`src/rtl/dac_slew_driver_pkg.sv`:
```
// Shared types and defaults for the DAC slew driver: FSM state encoding,
// default geometry and the settle-counter width helper.
package dac_slew_driver_pkg;

  localparam int DEF_DAC_WIDTH     = 12;
  localparam int DEF_MAX_STEP      = 16;
  localparam int DEF_SETTLE_CYCLES = 64;

  typedef enum logic [1:0] {
    ST_IDLE   = 2'd0,
    ST_RAMP   = 2'd1,
    ST_SETTLE = 2'd2
  } state_t;

  // One extra bit so the terminal value SETTLE_CYCLES-1 always fits.
  function automatic int timer_width(input int cycles);
    return $clog2(cycles) + 1;
  endfunction

endpackage

```
`src/rtl/dac_slew_driver_if.sv`:
```
// Setpoint handshake and DAC-side outputs of one slew driver channel.
interface dac_slew_driver_if
  import dac_slew_driver_pkg::*;
#(
  parameter int DAC_WIDTH = DEF_DAC_WIDTH
);

  logic                        set_valid;
  logic                        set_ready;
  logic signed [DAC_WIDTH-1:0] set_data;
  logic                        abort;
  logic signed [DAC_WIDTH-1:0] dac_data;
  logic                        dac_we;
  logic                        busy;
  logic                        settled;

  modport master (
    output set_valid, set_data, abort,
    input  set_ready, dac_data, dac_we, busy, settled
  );

  modport slave (
    input  set_valid, set_data, abort,
    output set_ready, dac_data, dac_we, busy, settled
  );

endinterface

```
`src/rtl/dac_slew_driver_settle_timer.sv`:
```
// Settle timer: loads CYCLES-1, counts down once per cycle and emits a
// registered one-cycle done pulse on the cycle after reaching zero.
module settle_timer #(
  parameter int CYCLES = 64,
  parameter int WIDTH  = 7
) (
  input  logic clk,
  input  logic rst,
  input  logic load,
  input  logic clear,
  output logic done
);

  localparam logic [WIDTH-1:0] LOAD_VALUE = WIDTH'(CYCLES - 1);

  logic [WIDTH-1:0] count_reg;
  logic             active_reg;
  logic             done_reg;

  always_ff @(posedge clk) begin
    if (rst) begin
      count_reg  <= '0;
      active_reg <= 1'b0;
      done_reg   <= 1'b0;
    end else begin
      done_reg <= 1'b0;
      if (clear) begin
        active_reg <= 1'b0;
      end else if (load) begin
        count_reg  <= LOAD_VALUE;
        active_reg <= 1'b1;
      end else if (active_reg) begin
        if (count_reg == '0) begin
          done_reg   <= 1'b1;
          active_reg <= 1'b0;
        end else begin
          count_reg <= count_reg - 1'b1;
        end
      end
    end
  end

  assign done = done_reg;

endmodule

```
`src/rtl/dac_slew_driver.sv`:
```
// Slew-limited signed DAC driver: ramps toward an accepted setpoint at most
// MAX_STEP LSB per cycle, waits for the analog path, then pulses settled.
module dac_slew_driver
  import dac_slew_driver_pkg::*;
#(
  parameter int DAC_WIDTH     = DEF_DAC_WIDTH,
  parameter int MAX_STEP      = DEF_MAX_STEP,
  parameter int SETTLE_CYCLES = DEF_SETTLE_CYCLES,
  parameter int RESET_CODE    = 0
) (
  input  logic               CLK,
  input  logic               RST,
  dac_slew_driver_if.slave   bus
);

  localparam int TIMER_WIDTH = timer_width(SETTLE_CYCLES);
  localparam logic signed [DAC_WIDTH:0]   STEP      = (DAC_WIDTH+1)'(MAX_STEP);
  localparam logic signed [DAC_WIDTH-1:0] RESET_VAL = DAC_WIDTH'(RESET_CODE);

  state_t                      state_reg;
  logic signed [DAC_WIDTH-1:0] target_reg;
  logic signed [DAC_WIDTH-1:0] dac_reg;
  logic                        dac_we_reg;

  logic signed [DAC_WIDTH:0]   diff;
  logic signed [DAC_WIDTH:0]   diff_abs;
  logic signed [DAC_WIDTH:0]   dac_ext;
  logic signed [DAC_WIDTH:0]   step_next;
  logic                        last_step;
  logic                        accept;
  logic                        timer_load;
  logic                        timer_clear;
  logic                        timer_done;

  // One extra bit keeps full-scale swings (e.g. +2047 -> -2048) from wrapping.
  always_comb begin
    dac_ext   = {dac_reg[DAC_WIDTH-1], dac_reg};
    diff      = {target_reg[DAC_WIDTH-1], target_reg} - dac_ext;
    diff_abs  = diff[DAC_WIDTH] ? -diff : diff;
    step_next = diff[DAC_WIDTH] ? (dac_ext - STEP) : (dac_ext + STEP);
    last_step = (diff_abs <= STEP);
  end

  assign accept      = (state_reg == ST_IDLE) && bus.set_valid && !bus.abort;
  assign timer_clear = bus.abort && (state_reg != ST_IDLE);
  assign timer_load  = (accept && (bus.set_data == dac_reg))
                     || ((state_reg == ST_RAMP) && last_step);

  always_ff @(posedge CLK) begin
    if (RST) begin
      state_reg  <= ST_IDLE;
      target_reg <= RESET_VAL;
      dac_reg    <= RESET_VAL;
      dac_we_reg <= 1'b0;
    end else begin
      dac_we_reg <= 1'b0;
      case (state_reg)
        ST_IDLE: begin
          if (accept) begin
            target_reg <= bus.set_data;
            state_reg  <= (bus.set_data == dac_reg) ? ST_SETTLE : ST_RAMP;
          end
        end
        ST_RAMP: begin
          if (bus.abort) begin
            state_reg <= ST_IDLE;
          end else if (last_step) begin
            dac_reg    <= target_reg;
            dac_we_reg <= 1'b1;
            state_reg  <= ST_SETTLE;
          end else begin
            dac_reg    <= step_next[DAC_WIDTH-1:0];
            dac_we_reg <= 1'b1;
          end
        end
        ST_SETTLE: begin
          // Stay busy through the settled pulse; ready returns afterwards.
          if (bus.abort || timer_done) begin
            state_reg <= ST_IDLE;
          end
        end
        default: state_reg <= ST_IDLE;
      endcase
    end
  end

  settle_timer #(
    .CYCLES (SETTLE_CYCLES),
    .WIDTH  (TIMER_WIDTH)
  ) u_settle_timer (
    .clk   (CLK),
    .rst   (RST),
    .load  (timer_load),
    .clear (timer_clear),
    .done  (timer_done)
  );

  assign bus.dac_data  = dac_reg;
  assign bus.dac_we    = dac_we_reg;
  assign bus.set_ready = (state_reg == ST_IDLE);
  assign bus.busy      = (state_reg != ST_IDLE);
  assign bus.settled   = timer_done;

endmodule
```
`src/flat_wrapper.sv`:
```
// flat-port wrapper written by rule: the top's interface ports become plain ports
module dac_slew_driver_flat import dac_slew_driver_pkg::*;
#(
  parameter int DAC_WIDTH     = DEF_DAC_WIDTH,
  parameter int MAX_STEP      = DEF_MAX_STEP,
  parameter int SETTLE_CYCLES = DEF_SETTLE_CYCLES,
  parameter int RESET_CODE    = 0
)
  (CLK, RST, bus_set_valid, bus_set_data, bus_abort, bus_set_ready, bus_dac_data, bus_dac_we, bus_busy, bus_settled);
  dac_slew_driver_if #(.DAC_WIDTH(DAC_WIDTH)) bus_i ();
  input  logic CLK;
  input  logic RST;
  input wire logic [$bits(bus_i.set_valid)-1:0] bus_set_valid;
  input wire logic [$bits(bus_i.set_data)-1:0] bus_set_data;
  input wire logic [$bits(bus_i.abort)-1:0] bus_abort;
  output wire logic [$bits(bus_i.set_ready)-1:0] bus_set_ready;
  output wire logic [$bits(bus_i.dac_data)-1:0] bus_dac_data;
  output wire logic [$bits(bus_i.dac_we)-1:0] bus_dac_we;
  output wire logic [$bits(bus_i.busy)-1:0] bus_busy;
  output wire logic [$bits(bus_i.settled)-1:0] bus_settled;
  assign bus_i.set_valid = bus_set_valid;
  assign bus_i.set_data = bus_set_data;
  assign bus_i.abort = bus_abort;
  assign bus_set_ready = bus_i.set_ready;
  assign bus_dac_data = bus_i.dac_data;
  assign bus_dac_we = bus_i.dac_we;
  assign bus_busy = bus_i.busy;
  assign bus_settled = bus_i.settled;
  dac_slew_driver #(.DAC_WIDTH(DAC_WIDTH), .MAX_STEP(MAX_STEP), .SETTLE_CYCLES(SETTLE_CYCLES), .RESET_CODE(RESET_CODE)) u_core (.CLK(CLK), .RST(RST), .bus(bus_i));
endmodule
```
`config.mk`:
```
export PLATFORM = sky130hd
export DESIGN_NAME = dac_slew_driver_flat
export DESIGN_NICKNAME = d
export VERILOG_FILES = /design/src/rtl/dac_slew_driver_pkg.sv /design/src/rtl/dac_slew_driver_if.sv /design/src/rtl/dac_slew_driver_settle_timer.sv /design/src/rtl/dac_slew_driver.sv /design/src/flat_wrapper.sv
export SDC_FILE = /design/constraint.sdc
export NUM_CORES = 1
export LEC_CHECK = 0
export ABC_AREA = 1
export BUFFER_PORTS_ARGS = -buffer_cell sky130_fd_sc_hd__clkbuf_2
export CORE_MARGIN = 1.5
export CORE_UTILIZATION = 55
export DETAILED_ROUTE_END_ITERATION = 12
export GPL_ROUTABILITY_DRIVEN = 0
export PLACE_DENSITY_LB_ADDON = 0.1
export SKIP_LAST_GASP = 1
export SLEW_MARGIN = 5
export SYNTH_ARGS = -nofsm -noshare
export SYNTH_HDL_FRONTEND = slang
export SYNTH_SLANG_ARGS = --single-unit
```
`constraint.sdc`:
```
create_clock -name CLK -period 2.9 [get_ports CLK]
set_input_delay 0.58 -clock CLK [delete_from_list [all_inputs] [get_ports CLK]]
set_output_delay 0.58 -clock CLK [all_outputs]
set_load 0.05 [all_outputs]
```
==> reports/results.ini <==
[sta]
slew_headroom_pct = 50.55
finalSetupViolCount = 21
hold-worst-slack_ns = 0.4916
finalMaxSlewViolations = 0
period_share_pct = 118.6
worst_slack_ns = -0.5395
max_freq_mhz = 290.7
skew_ns = 0.008774
rsz0062_at_grt = yes
layout_min_cycle_time_ns = 3.439
hold_viol = 0
tightest_slew_ns = 0.7373

[synth]
syn_avg_cell_area_um2 = 6.230
synth_area_leaders = dfxtp_1 22%, nand2_1 17%, inv_1 9.9%, ha_1 8.0%, nand3_1 7.0%
ys_types = 39
yosys.area_share.simple_pct = 41.50
syn_inst = 529
synth_compound_area_share_pct = 9.188
synth_seq_area_share_pct = 21.87
yosys.area.top_type = dfxtp_1
synth_top_family_by_area = simple AND/OR/NAND/NOR gates
syn_area_um2 = 3296
synth-xor-area-share_pct = 5.809
synth_fa_ha_area_share_pct = 9.188
yosys_warnings = 0
synth_top_area_share_pct = 21.87
syn-num-nets = 568
ys_ff_latch = 36
synthMuxAreaShare_pct = 0

[floorplan]
ioPinCount = 32
fp-row-count = 28
fp.dieArea_um2 = 6466
die_h_um = 80.41
die_w_um = 80.41
initial_core_util_pct = 56.33
core_area_um2 = 5851

[clocking]
root_buffer = clkbuf_8
cts_tree = done
htreeDepth = 2
clk_latency_ns = 0.31
path_clk_slew_ns = 0.08
clk_path_buf_depth = 2
cts.sinks = 36
cts_inserted_buffers = 5

[global_routing]
antenna_found_initial = 0
grt_pass1_vias = 3419
grt_start_max_net_pins = 29
grt_usage_pct = 28.81
grt_pass1_wl_um = 14640
overflow = 0

[final_layout]
drive_gt1_share_pct = 34.44
syn2layout_area_growth_pct = 37.89
final_nets = 668
multi_input_area_um2 = 2497
diodes = 0
fillers = 428
layout.area.seq_um2 = 764.5

[min_path]
hold_path_end = u_core.u_settle_timer.count_reg[1]
hold_class = register to register
whs_path_depth = 2
min_from = u_core.u_settle_timer.count_reg[1]

[drt]
vias_per_cell = 5.270
first_pass_iters = 5
avgRoutedWirePerCell_um = 13.68
drtAntennaViolNets = 0
drt_wl_total_um = 9642
drc = 0
vias = 3715
drt_first_iter_violations = 168

[placement]
dp_hpwl_um = 6890
port_buffers = 31

[outcome]
violations = setup timing
status = complete, but fails checks

[critical_path]
worstSetupStartpointType = register
rr_startpoint = u_core.target_reg[0]
rr_endpoint = u_core.bus.dac_data[11]
slowest_stage = fa_2
critPathCaptureType = register
path_max_fanout = 4
reg2regPathDepth = 28
arrival_ns = 3.63
rrSetupSlack_ns = -0.54
required_ns = 3.10
cpPeakStageDelay_ns = 0.37
critPathKind = register to register

[power_and_ir_drop]
p_leak_nw = 2.475
power_mw = 2.218
powerDensity_nw_per_um2 = 488.1
irDropWorstVdd_mv = 0.3862

[job]
cap_viol_max_count = 0

synthesized netlist by cell type (all sizes together):
cell,count
o21ai,21
nand4,6
a21o,1
o211ai,5
buf,4
o41ai,1
a31oi,1
inv,92
xnor2,1
nand2,165
nand3b,1
or2,1
nor4,5
nand3,52
nor3,2
a21oi,19
ha,21
o21bai,1
clkbuf,4
o21a,1
nor2,66
fa,2
dfxtp,36
xor2,20
clkinv,1
cell usage in the layout (no fill, tap or decap), drive strengths merged:
cell type,count
nor4,5
xnor2,1
dfxtp,36
or2,1
clkinv,2
nor3,2
buf,70
o21bai,1
nand3b,1
o21a,1
nor2,66
o211ai,5
o41ai,1
clkbuf,37
fa,2
ha,21
o21ai,21
a21oi,19
inv,93
a21o,1
nand2,165
a31oi,1
nand4,6
nand3,52
xor2,20
cells by family after synthesis:
kind of cell               after synthesis
DFF                                     36
adders and majority gates               23
and+or+nand+nor                        298
xor gates and xnor gates                21
buffers and inverters                  101
AOI/OAI and AO/OA                       50
metrics by stage:
stage	area (um^2)	utilization [%]	worst slack (ns)	cells	TNS (ns)
6_report	4544	77.67	-0.5395	705	-2.542
5_1_grt	4544	77.67	-0.7358	705	-6.905
3_3_place_gp	4083	69.78	-0.1378	679	-0.2066
4_1_cts	4377	74.81	-0.2603	697	-2.837
3_5_place_dp	4083	69.78	-0.2855	679	-1.305
2_1_floorplan	3497	-	-0.2733	529	-0.4896
final cells by class:
cell class	instances	share of cell area, %
clock buffers	6	1.817
repair buffers	101	16.35
flip-flops and latches	36	16.82
clock inverters	2	0.3029
inverters	93	7.682
well taps	75	2.065
multi-input cells	392	54.96
worst max-delay path by stage:
stage / from / to / slack [ns] / cells after the start
after global routing: u_core.target_reg[0] / u_core.bus.dac_data[11] / -0.74 / 28
final: u_core.target_reg[0] / u_core.bus.dac_data[11] / -0.54 / 28
after detailed placement: u_core.target_reg[0] / u_core.bus.dac_data[11] / -0.29 / 28
after CTS: u_core.target_reg[0] / u_core.bus.dac_data[11] / -0.26 / 28
after global placement: u_core.target_reg[0] / u_core.bus.dac_data[11] / -0.14 / 28
after floorplan: u_core.bus.dac_data[0] / u_core.bus.dac_data[11] / -0.27 / 28
routing by layer:
layer  track usage, %  vias to the layer above  wire length, um  share of wire [%]
met2            53.61                       88             4994                 52
met3            3.977                       16              348                3.6
met5                0                        -                0                  0
met4            10.34                        0              192                2.0
met1            33.08                     1754             4107                 43
li1                 -                     1857                -                  -
report_power, final:
group          leakage (nW)  internal (mW)  switching [mW]
clock network        0.0516          0.194           0.204
logic                  2.12          0.536           0.757
registers             0.302          0.509          0.0181
what timing repair did:
item / in CTS / in global routing
pin swaps: 20 / 27
resized for setup: 28 / 27
setup buffers: 10 / 8
hold buffers: 0 / 0
endpoints found under the setup margin: 18 / 23
critical path, delay by kind of cell (launching register included):
kind                     cells  cell delay (ns)
flip-flops                   1             0.33
adder cells (fa/ha/maj)      3             0.74
AND/OR/NAND/NOR             15             1.27
buffers and inverters        6             0.37
AO/OA/AOI/OAI                3             0.42
XOR/XNOR                     1             0.19
Note: power is estimated with default switching activity, not from simulation.
